==> src/rtl/dice_game_ctrl.sv <==
`default_nettype none
// ============================================================================
// Module   : dice_game_ctrl
// Purpose  : Craps game sequencer. Enables two die generators while the roll
//            button is held, waits a settle time after release, samples both
//            faces and scores the throw (natural / craps / point).
// Ports    : clk, rst (async, active-low)
//            roll_btn   - debounced roll button level
//            new_game   - one-cycle pulse, abandons the game
//            die1/die2  - die generator faces
//            roll_en    - roll enable to both die generators
//            die1_q/die2_q/sum - last sampled faces and their sum
//            point      - established point, 0 = come-out pending
//            roll_count - valid rolls this game, saturating at 15
//            busy/win/lose - state decodes
//            die_err    - one-cycle pulse on an illegal face (0 or 7)
// Revision : 1.0 - initial release
// ============================================================================
module dice_game_ctrl #(
  parameter int SETTLE_CYCLES = 4
) (
  input  logic       clk,
  input  logic       rst,
  input  logic       roll_btn,
  input  logic       new_game,
  input  logic [2:0] die1,
  input  logic [2:0] die2,
  output logic       roll_en,
  output logic [2:0] die1_q,
  output logic [2:0] die2_q,
  output logic [3:0] sum,
  output logic [3:0] point,
  output logic [3:0] roll_count,
  output logic       busy,
  output logic       win,
  output logic       lose,
  output logic       die_err
);

  typedef enum logic [2:0] {
    S_FIRST = 3'd0,
    S_ROLL  = 3'd1,
    S_WAIT  = 3'd2,
    S_EVAL  = 3'd3,
    S_POINT = 3'd4,
    S_WIN   = 3'd5,
    S_LOSE  = 3'd6
  } state_t;

  localparam logic [3:0] c_SETTLE_LOAD = 4'(SETTLE_CYCLES - 1);

  state_t     r_state, w_state_nxt;
  logic       r_btn_q;
  logic [3:0] r_settle_cnt, w_settle_nxt;
  logic [2:0] r_die1_q, w_die1_nxt;
  logic [2:0] r_die2_q, w_die2_nxt;
  logic [3:0] r_sum, w_sum_nxt;
  logic [3:0] r_point, w_point_nxt;
  logic [3:0] r_roll_count, w_count_nxt;
  logic       r_die_err, w_die_err_nxt;

  logic       w_rise;
  logic       w_face_bad;
  logic [3:0] w_count_inc;

  // Only a fresh press counts; a button still held from an earlier phase
  // keeps r_btn_q high and so cannot start a roll.
  assign w_rise      = roll_btn & ~r_btn_q;
  assign w_face_bad  = (r_die1_q == 3'd0) || (r_die1_q == 3'd7) ||
                       (r_die2_q == 3'd0) || (r_die2_q == 3'd7);
  assign w_count_inc = (r_roll_count == 4'd15) ? 4'd15 : r_roll_count + 4'd1;

  always_ff @(posedge clk or negedge rst) begin
    if (!rst) begin
      r_state      <= S_FIRST;
      r_btn_q      <= 1'b0;
      r_settle_cnt <= 4'd0;
      r_die1_q     <= 3'd0;
      r_die2_q     <= 3'd0;
      r_sum        <= 4'd0;
      r_point      <= 4'd0;
      r_roll_count <= 4'd0;
      r_die_err    <= 1'b0;
    end else begin
      r_state      <= w_state_nxt;
      r_btn_q      <= roll_btn;
      r_settle_cnt <= w_settle_nxt;
      r_die1_q     <= w_die1_nxt;
      r_die2_q     <= w_die2_nxt;
      r_sum        <= w_sum_nxt;
      r_point      <= w_point_nxt;
      r_roll_count <= w_count_nxt;
      r_die_err    <= w_die_err_nxt;
    end
  end

  always_comb begin
    w_state_nxt   = r_state;
    w_settle_nxt  = r_settle_cnt;
    w_die1_nxt    = r_die1_q;
    w_die2_nxt    = r_die2_q;
    w_sum_nxt     = r_sum;
    w_point_nxt   = r_point;
    w_count_nxt   = r_roll_count;
    w_die_err_nxt = 1'b0;

    if (new_game) begin
      // Wins over any same-cycle rise; that press is simply dropped.
      w_state_nxt = S_FIRST;
      w_die1_nxt  = 3'd0;
      w_die2_nxt  = 3'd0;
      w_sum_nxt   = 4'd0;
      w_point_nxt = 4'd0;
      w_count_nxt = 4'd0;
    end else begin
      case (r_state)
        S_FIRST, S_POINT: begin
          if (w_rise) w_state_nxt = S_ROLL;
        end
        S_ROLL: begin
          if (!roll_btn) begin
            w_state_nxt  = S_WAIT;
            w_settle_nxt = c_SETTLE_LOAD;
          end
        end
        S_WAIT: begin
          if (r_settle_cnt == 4'd0) begin
            w_die1_nxt  = die1;
            w_die2_nxt  = die2;
            w_sum_nxt   = {1'b0, die1} + {1'b0, die2};
            w_state_nxt = S_EVAL;
          end else begin
            w_settle_nxt = r_settle_cnt - 4'd1;
          end
        end
        S_EVAL: begin
          if (w_face_bad) begin
            // Illegal throw: flag it and return without scoring.
            w_die_err_nxt = 1'b1;
            w_state_nxt   = (r_point == 4'd0) ? S_FIRST : S_POINT;
          end else begin
            w_count_nxt = w_count_inc;
            if (r_point == 4'd0) begin
              if (r_sum == 4'd7 || r_sum == 4'd11) begin
                w_state_nxt = S_WIN;
              end else if (r_sum == 4'd2 || r_sum == 4'd3 || r_sum == 4'd12) begin
                w_state_nxt = S_LOSE;
              end else begin
                w_point_nxt = r_sum;
                w_state_nxt = S_POINT;
              end
            end else begin
              if (r_sum == r_point)   w_state_nxt = S_WIN;
              else if (r_sum == 4'd7) w_state_nxt = S_LOSE;
              else                    w_state_nxt = S_POINT;
            end
          end
        end
        S_WIN, S_LOSE: begin
          w_state_nxt = r_state;
        end
        default: begin
          w_state_nxt = S_FIRST;
        end
      endcase
    end
  end

  assign roll_en    = (r_state == S_ROLL);
  assign busy       = (r_state == S_ROLL) || (r_state == S_WAIT) || (r_state == S_EVAL);
  assign win        = (r_state == S_WIN);
  assign lose       = (r_state == S_LOSE);
  assign die1_q     = r_die1_q;
  assign die2_q     = r_die2_q;
  assign sum        = r_sum;
  assign point      = r_point;
  assign roll_count = r_roll_count;
  assign die_err    = r_die_err;

endmodule
`default_nettype wire
==> config.mk <==
export PLATFORM = sky130hd
export DESIGN_NAME = dice_game_ctrl
export DESIGN_NICKNAME = d
export VERILOG_FILES = /design/src/rtl/dice_game_ctrl.sv
export SDC_FILE = /design/constraint.sdc
export NUM_CORES = 1
export LEC_CHECK = 0
export BUFFER_PORTS_ARGS = -buffer_cell sky130_fd_sc_hd__buf_2
export CAP_MARGIN = 20
export CORE_ASPECT_RATIO = 1.5
export CORE_MARGIN = 1
export CORE_UTILIZATION = 48
export DETAILED_ROUTE_END_ITERATION = 10
export PLACE_DENSITY = 0.75
export SLEW_MARGIN = 25
export SYNTH_ARGS = -nofsm -noshare
export SYNTH_HDL_FRONTEND = slang
export SYNTH_SLANG_ARGS = --single-unit
==> constraint.sdc <==
create_clock -name clk -period 1.7 [get_ports clk]
set_clock_uncertainty 0.15 [all_clocks]
set_input_delay 0.17 -clock clk [delete_from_list [all_inputs] [get_ports clk]]
set_output_delay 0.17 -clock clk [all_outputs]
set_load 0.005 [all_outputs]
==> results.json, run 1 <==
{
  "drcViolationCount": 0,
  "post-route-period-util_pct": 105,
  "maxSlewViolCount": 0,
  "worstPathMaxFanout": 5,
  "first_pass_iters": 4,
  "grt_pass1_wl_um": 6440,
  "end_kind": "register",
  "synthToLayoutAreaGrowth_pct": 43.5,
  "fin_crit_ns": 1.78,
  "synth_area_um2": 1530,
  "fmax_ghz": 0.561,
  "hold_path_depth": 2,
  "max-slew-margin-rel_pct": 58.8,
  "wl_per_cell_um": 15.5,
  "io_buffer_count": 32,
  "synth_cell_type_count": 45,
  "leakage_nw": 1.09,
  "synth_common_cells": "dfrtp_1, nor2_1, nand2_1",
  "wl_met3_um": 90,
  "clockBufferDepth": 2,
  "yosys.cell_count.top_type": "dfrtp_1",
  "design_area_um2": 2200,
  "maxCapViolCount": 0,
  "first_global_vias": 1472,
  "met1_length_um": 1660,
  "routed_wl_um": 4090,
  "highest_layer": "met4",
  "n_antenna_cell": 0,
  "clkSinkCount": 27,
  "drtIter0Drc": 38,
  "worstReg2RegEnd": "sum[3]",
  "ant_nets": 0,
  "num-nets-final": 242,
  "overflow": 0,
  "startpoint_type": "register",
  "place_ws_ns": -0.395,
  "fin_ws_ns": -0.0837,
  "die_x_um": 48.1,
  "viasPerCell": 5.66,
  "synthArstFlopShare_pct": 100,
  "setup-tns-final_ns": -0.591,
  "timing.hold.ws_ns": -0.00156,
  "synth-main-ff-cell": "dfrtp_1",
  "core_um2": 2970,
  "grt_antenna_before_repair": 0,
  "powerDensity_nw_per_um2": 749,
  "yosysTopAreaCell": "dfrtp_1",
  "place_congestion": 0.781,
  "fill_cells": 207,
  "clkTransAtPathRegs_ns": 0.09,
  "die_h_um": 71.2,
  "syn_nets": 177,
  "peakVddDrop_uv": 856,
  "status": "finished, violations left",
  "hold_path_class": "primary input to register",
  "die-area_um2": 3430,
  "met2_length_um": 2220,
  "vias": 1488,
  "avgSynthCellArea_um2": 9.57,
  "min-delay-start": "die1[2]",
  "critical_path_class": "register to register",
  "placed_cell_area_um2": 1870,
  "yosysWarnings": 0,
  "grt_max_degree": 28,
  "num_io_pins": 33,
  "yosys_register_bits": 27,
  "violations": "hold timing, setup timing",
  "root_buffer": "clkbuf_8",
  "synth_edf_count": 0,
  "hold_viol": 1,
  "drive_gt1_share_pct": 43.3,
  "cts_tree": "yes",
  "synth_area_leaders": "dfrtp_1, ha_1, nor2_1",
  "syn_inst": 160,
  "rr_worst_depth": 5,
  "worstReg2RegStart": "r_settle_cnt[1]",
  "grt_usage_pct": 25.9,
  "initial_core_util_pct": 51.5,
  "numCtsBuffers": 3,
  "yosysSeqAreaShare_pct": 44.1,
  "worst_pin_slew_ns": 0.618,
  "clock_latency_ns": 0.28,
  "r2r_slack_ns": -0.08,
  "htreeDepth": 1,
  "grt_setup_unrepaired": "yes",
  "dp_hpwl_um": 2690,
  "holdPathEnd": "die1_q[2]",
  "synth_top_area_share_pct": 44.1,
  "cp.required_ns": 1.77,
  "rows": 24,
  "setup_viol": 13,
  "cp.arrival_ns": 1.85
}
[area by class of cell]
cell class	count	area [um^2]	area share, %
clock buffer	3	41.3	1.88
clock inverter	1	5.00	0.228
inverter	9	33.8	1.54
multi-input combinational	117	930	42.3
sequential	27	676	30.7
tap	39	48.8	2.22
timing repair buffer	67	464	21.1
[where the power goes]
| group | switching, mW | total, mW | internal [mW] |
|---|---|---|---|
| Clock | 0.208 | 0.373 | 0.165 |
| Sequential | 0.0386 | 0.724 | 0.685 |
| Combinational | 0.277 | 0.549 | 0.272 |
[worst max-delay path by stage]
stage | endpoint | from | cells past startpoint | slack, ns
detailed placement | r_state[1] | die1_q[1] | 5 | -0.40
floorplan | sum[2] | r_state[0] | 5 | -0.02
CTS | sum[3] | r_settle_cnt[1] | 5 | -0.07
global placement | r_state[0] | die1_q[1] | 5 | -0.24
finish | sum[3] | r_settle_cnt[1] | 5 | -0.08
global route | sum[3] | r_settle_cnt[0] | 5 | -0.13
[cells by family (layout without fill, tap and decap cells)]
group,Yosys count,after routing,synth area share (%)
simple gates,62,63,22.6
compound gates,39,39,17.2
flops,27,27,44.1
buf+inv,17,80,5.07
fa+ha+maj,7,7,6.21
xor+xnor,6,6,3.43
mux,2,2,1.31
[state kept, by name, summed over array words and instances, names as in the netlist]
register	count
sum	4
die2_q	3
point	4
die1_q	3
r_settle_cnt	4
die_err	1
r_btn_q	1
r_state	3
roll_count	4
[per-layer routing]
layer,vias up,track usage (%)
met5,-,0
li1,704,-
met4,0,12.0
met2,41,43.2
met1,731,31.3
met3,12,3.06
[what timing repair did]
| action | CTS | global route |
|---|---|---|
| setup endpoints to repair | 24 | 23 |
| gates resized for setup | 14 | 20 |
| pin swaps | 12 | 11 |
| cloned | 1 | 0 |
| endpoints found under the hold margin | 30 | 0 |
| hold buffers | 4 | 0 |
| buffers inserted | 6 | 3 |
[critical path: stages (launching register included)]
cell and delay, ns:
dfrtp_1 0.40, inv_2 0.09, ha_4 0.13, or3b_4 0.41, or3_4 0.40, o21ai_2 0.14
[metrics by stage]
stage	total power [mW]	util, %	std cells	hold WS [ns]
after floorplan	0.981	-	160	-0.276
after global placement	1.12	62.8	245	0.0541
after detailed placement	1.15	62.8	245	0.0644
after CTS	1.59	69.8	260	0.00108
after global routing	1.73	73.9	263	0.0102
final	1.65	73.9	263	-0.00156
[cell usage in the layout (no fill, tap or decap), drive strengths merged, types with 2 or more instances in the layout]
master / count
mux2i: 2
o21bai: 2
nor3: 9
nand3: 3
nor2: 17
nand3b: 3
and3: 4
o22ai: 2
a22o: 5
clkbuf: 3
nor4: 2
inv: 9
nand2: 12
a21oi: 9
o211ai: 2
xnor2: 5
nand2b: 3
a31oi: 4
o21ai: 10
or3b: 2
dfrtp: 27
dlygate4sd3: 4
ha: 6
buf: 63
or3: 2
a22oi: 2
Power figures use the tool's default switching activity.
==> inputs of run 2 (changes only) <==
--- a/config.mk
+++ b/config.mk
@@ -12,6 +12,7 @@
 export CORE_UTILIZATION = 48
 export DETAILED_ROUTE_END_ITERATION = 10
 export PLACE_DENSITY = 0.75
+export SETUP_SLACK_MARGIN = 0.02
 export SLEW_MARGIN = 25
 export SYNTH_ARGS = -nofsm -noshare
 export SYNTH_HDL_FRONTEND = slang
==> results.json, run 2 (synthesized netlist as in run 1, its figures left out) <==
{
  "root_buffer": "clkbuf_8",
  "cp.arrival_ns": 1.87,
  "n_antenna_cell": 0,
  "cp.required_ns": 1.74,
  "fmax_ghz": 0.547,
  "first_global_vias": 1450,
  "worst_pin_slew_ns": 0.607,
  "maxSlewViolCount": 0,
  "peakVddDrop_uv": 676,
  "cts_tree": "yes",
  "die_h_um": 71.2,
  "fin_crit_ns": 1.83,
  "ant_nets": 0,
  "cpMaxStageDelayCell": "dfrtp_1",
  "cpPeakStageDelay_ns": 0.40,
  "startpoint_type": "register",
  "setup-tns-final_ns": -1.35,
  "num-nets-final": 254,
  "use_met3_pct": 3.32,
  "max-slew-margin-rel_pct": 59.5,
  "design_area_um2": 2330,
  "num_io_pins": 33,
  "place_congestion": 0.824,
  "grt_usage_pct": 26.2,
  "layout_common_cells": "buf_4, buf_2, dfrtp_1, nor2_1, nand2_1",
  "use_met1_pct": 33.4,
  "io_buffer_count": 32,
  "grtUsageMet2_pct": 43.2,
  "timing.hold.ws_ns": 0.000168,
  "die-area_um2": 3430,
  "violations": "setup timing",
  "hold_path_class": "primary input to register",
  "rows": 24,
  "core_um2": 2970,
  "wl_per_cell_um": 17.6,
  "end_kind": "register",
  "fin_ws_ns": -0.127,
  "hold_viol": 0,
  "path_buf_inv": 2,
  "clock_latency_ns": 0.27,
  "clkTransAtPathRegs_ns": 0.09,
  "grt_setup_unrepaired": "yes",
  "critPathTopFamily": "simple AND/OR/NAND/NOR gates",
  "setup_viol": 21,
  "critical_path_class": "register to register",
  "p_total_mw": 1.89,
  "status": "finished, violations left",
  "routed_wl_um": 4840,
  "htreeDepth": 1,
  "powerDensity_nw_per_um2": 812,
  "busiest_layer": "met2",
  "first_pass_iters": 4,
  "mostFrequentLayoutCell": "buf_4",
  "place_ws_ns": -0.415,
  "leakage_nw": 1.15,
  "dp_hpwl_um": 2710,
  "vias": 1613,
  "grt_antenna_before_repair": 0,
  "grt_max_degree": 28,
  "drtIter0Drc": 50,
  "clkSinkCount": 27,
  "clockBufferDepth": 2,
  "viasPerCell": 5.87,
  "maxCapViolCount": 0,
  "post-route-period-util_pct": 107,
  "overflow": 0,
  "cp_cell_sequence": "buf_6 > nand3_2 > nand2_2 > nor4_4 > buf_4 > nand3b_1 > o22ai_2",
  "numCtsBuffers": 3,
  "drive_gt1_share_pct": 48.7,
  "drcViolationCount": 0,
  "worstPathMaxFanout": 6,
  "placed_cell_area_um2": 1870,
  "initial_core_util_pct": 51.5,
  "synthToLayoutAreaGrowth_pct": 51.9,
  "grt_pass1_wl_um": 6590,
  "die_x_um": 48.1,
  "fill_cells": 167
}
run 2: layout make-up:
cell class,instances,area [um^2],share of cell area [%]
sequential,27,676,29.0
tap,39,48.8,2.10
multi-input combinational,116,967,41.6
timing repair buffer,80,556,23.9
inverter,9,33.8,1.45
clock buffer,4,45.0,1.94
run 2: timing repair:
item                                    CTS  global route
endpoints found under the hold margin    31             0
endpoints found under the setup margin   24            25
pin swaps                                 8            32
hold buffers                              5             0
buffers inserted                         12             9
resized for setup                        13            34
run 2: stage by stage:
step	util, %	std cells
after floorplan	-	160
after global placement	62.8	245
after detailed placement	62.8	245
after CTS	70.5	266
after global routing	78.2	275
final	78.2	275
run 2: path summary, 6_finish.rpt:
path	start	depth (start not counted)	slack [ns]	to
min reg2reg	r_settle_cnt[2]	1	0.45	r_settle_cnt[2]
max	die1_q[0]	7	-0.13	r_state[1]
min	die2[2]	2	0.0002	die2_q[2]
min in group asynchronous	rst	2	0.28	r_state[2]
max in group asynchronous	rst	2	0.72	sum[2]
max reg2reg	die1_q[0]	7	-0.13	r_state[1]
run 2: metal layers:
metal | part of all wire, % | up-vias
met5 | 0 | -
met4 | 3.8 | 0
met3 | 4.7 | 20
met2 | 55 | 78
met1 | 36 | 791
li1 | - | 724
run 2: report_power, final:
group / internal, mW / switching [mW]
clock network: 0.168 / 0.202
logic: 0.416 / 0.375
registers: 0.685 / 0.0415
total: 1.27 / 0.619
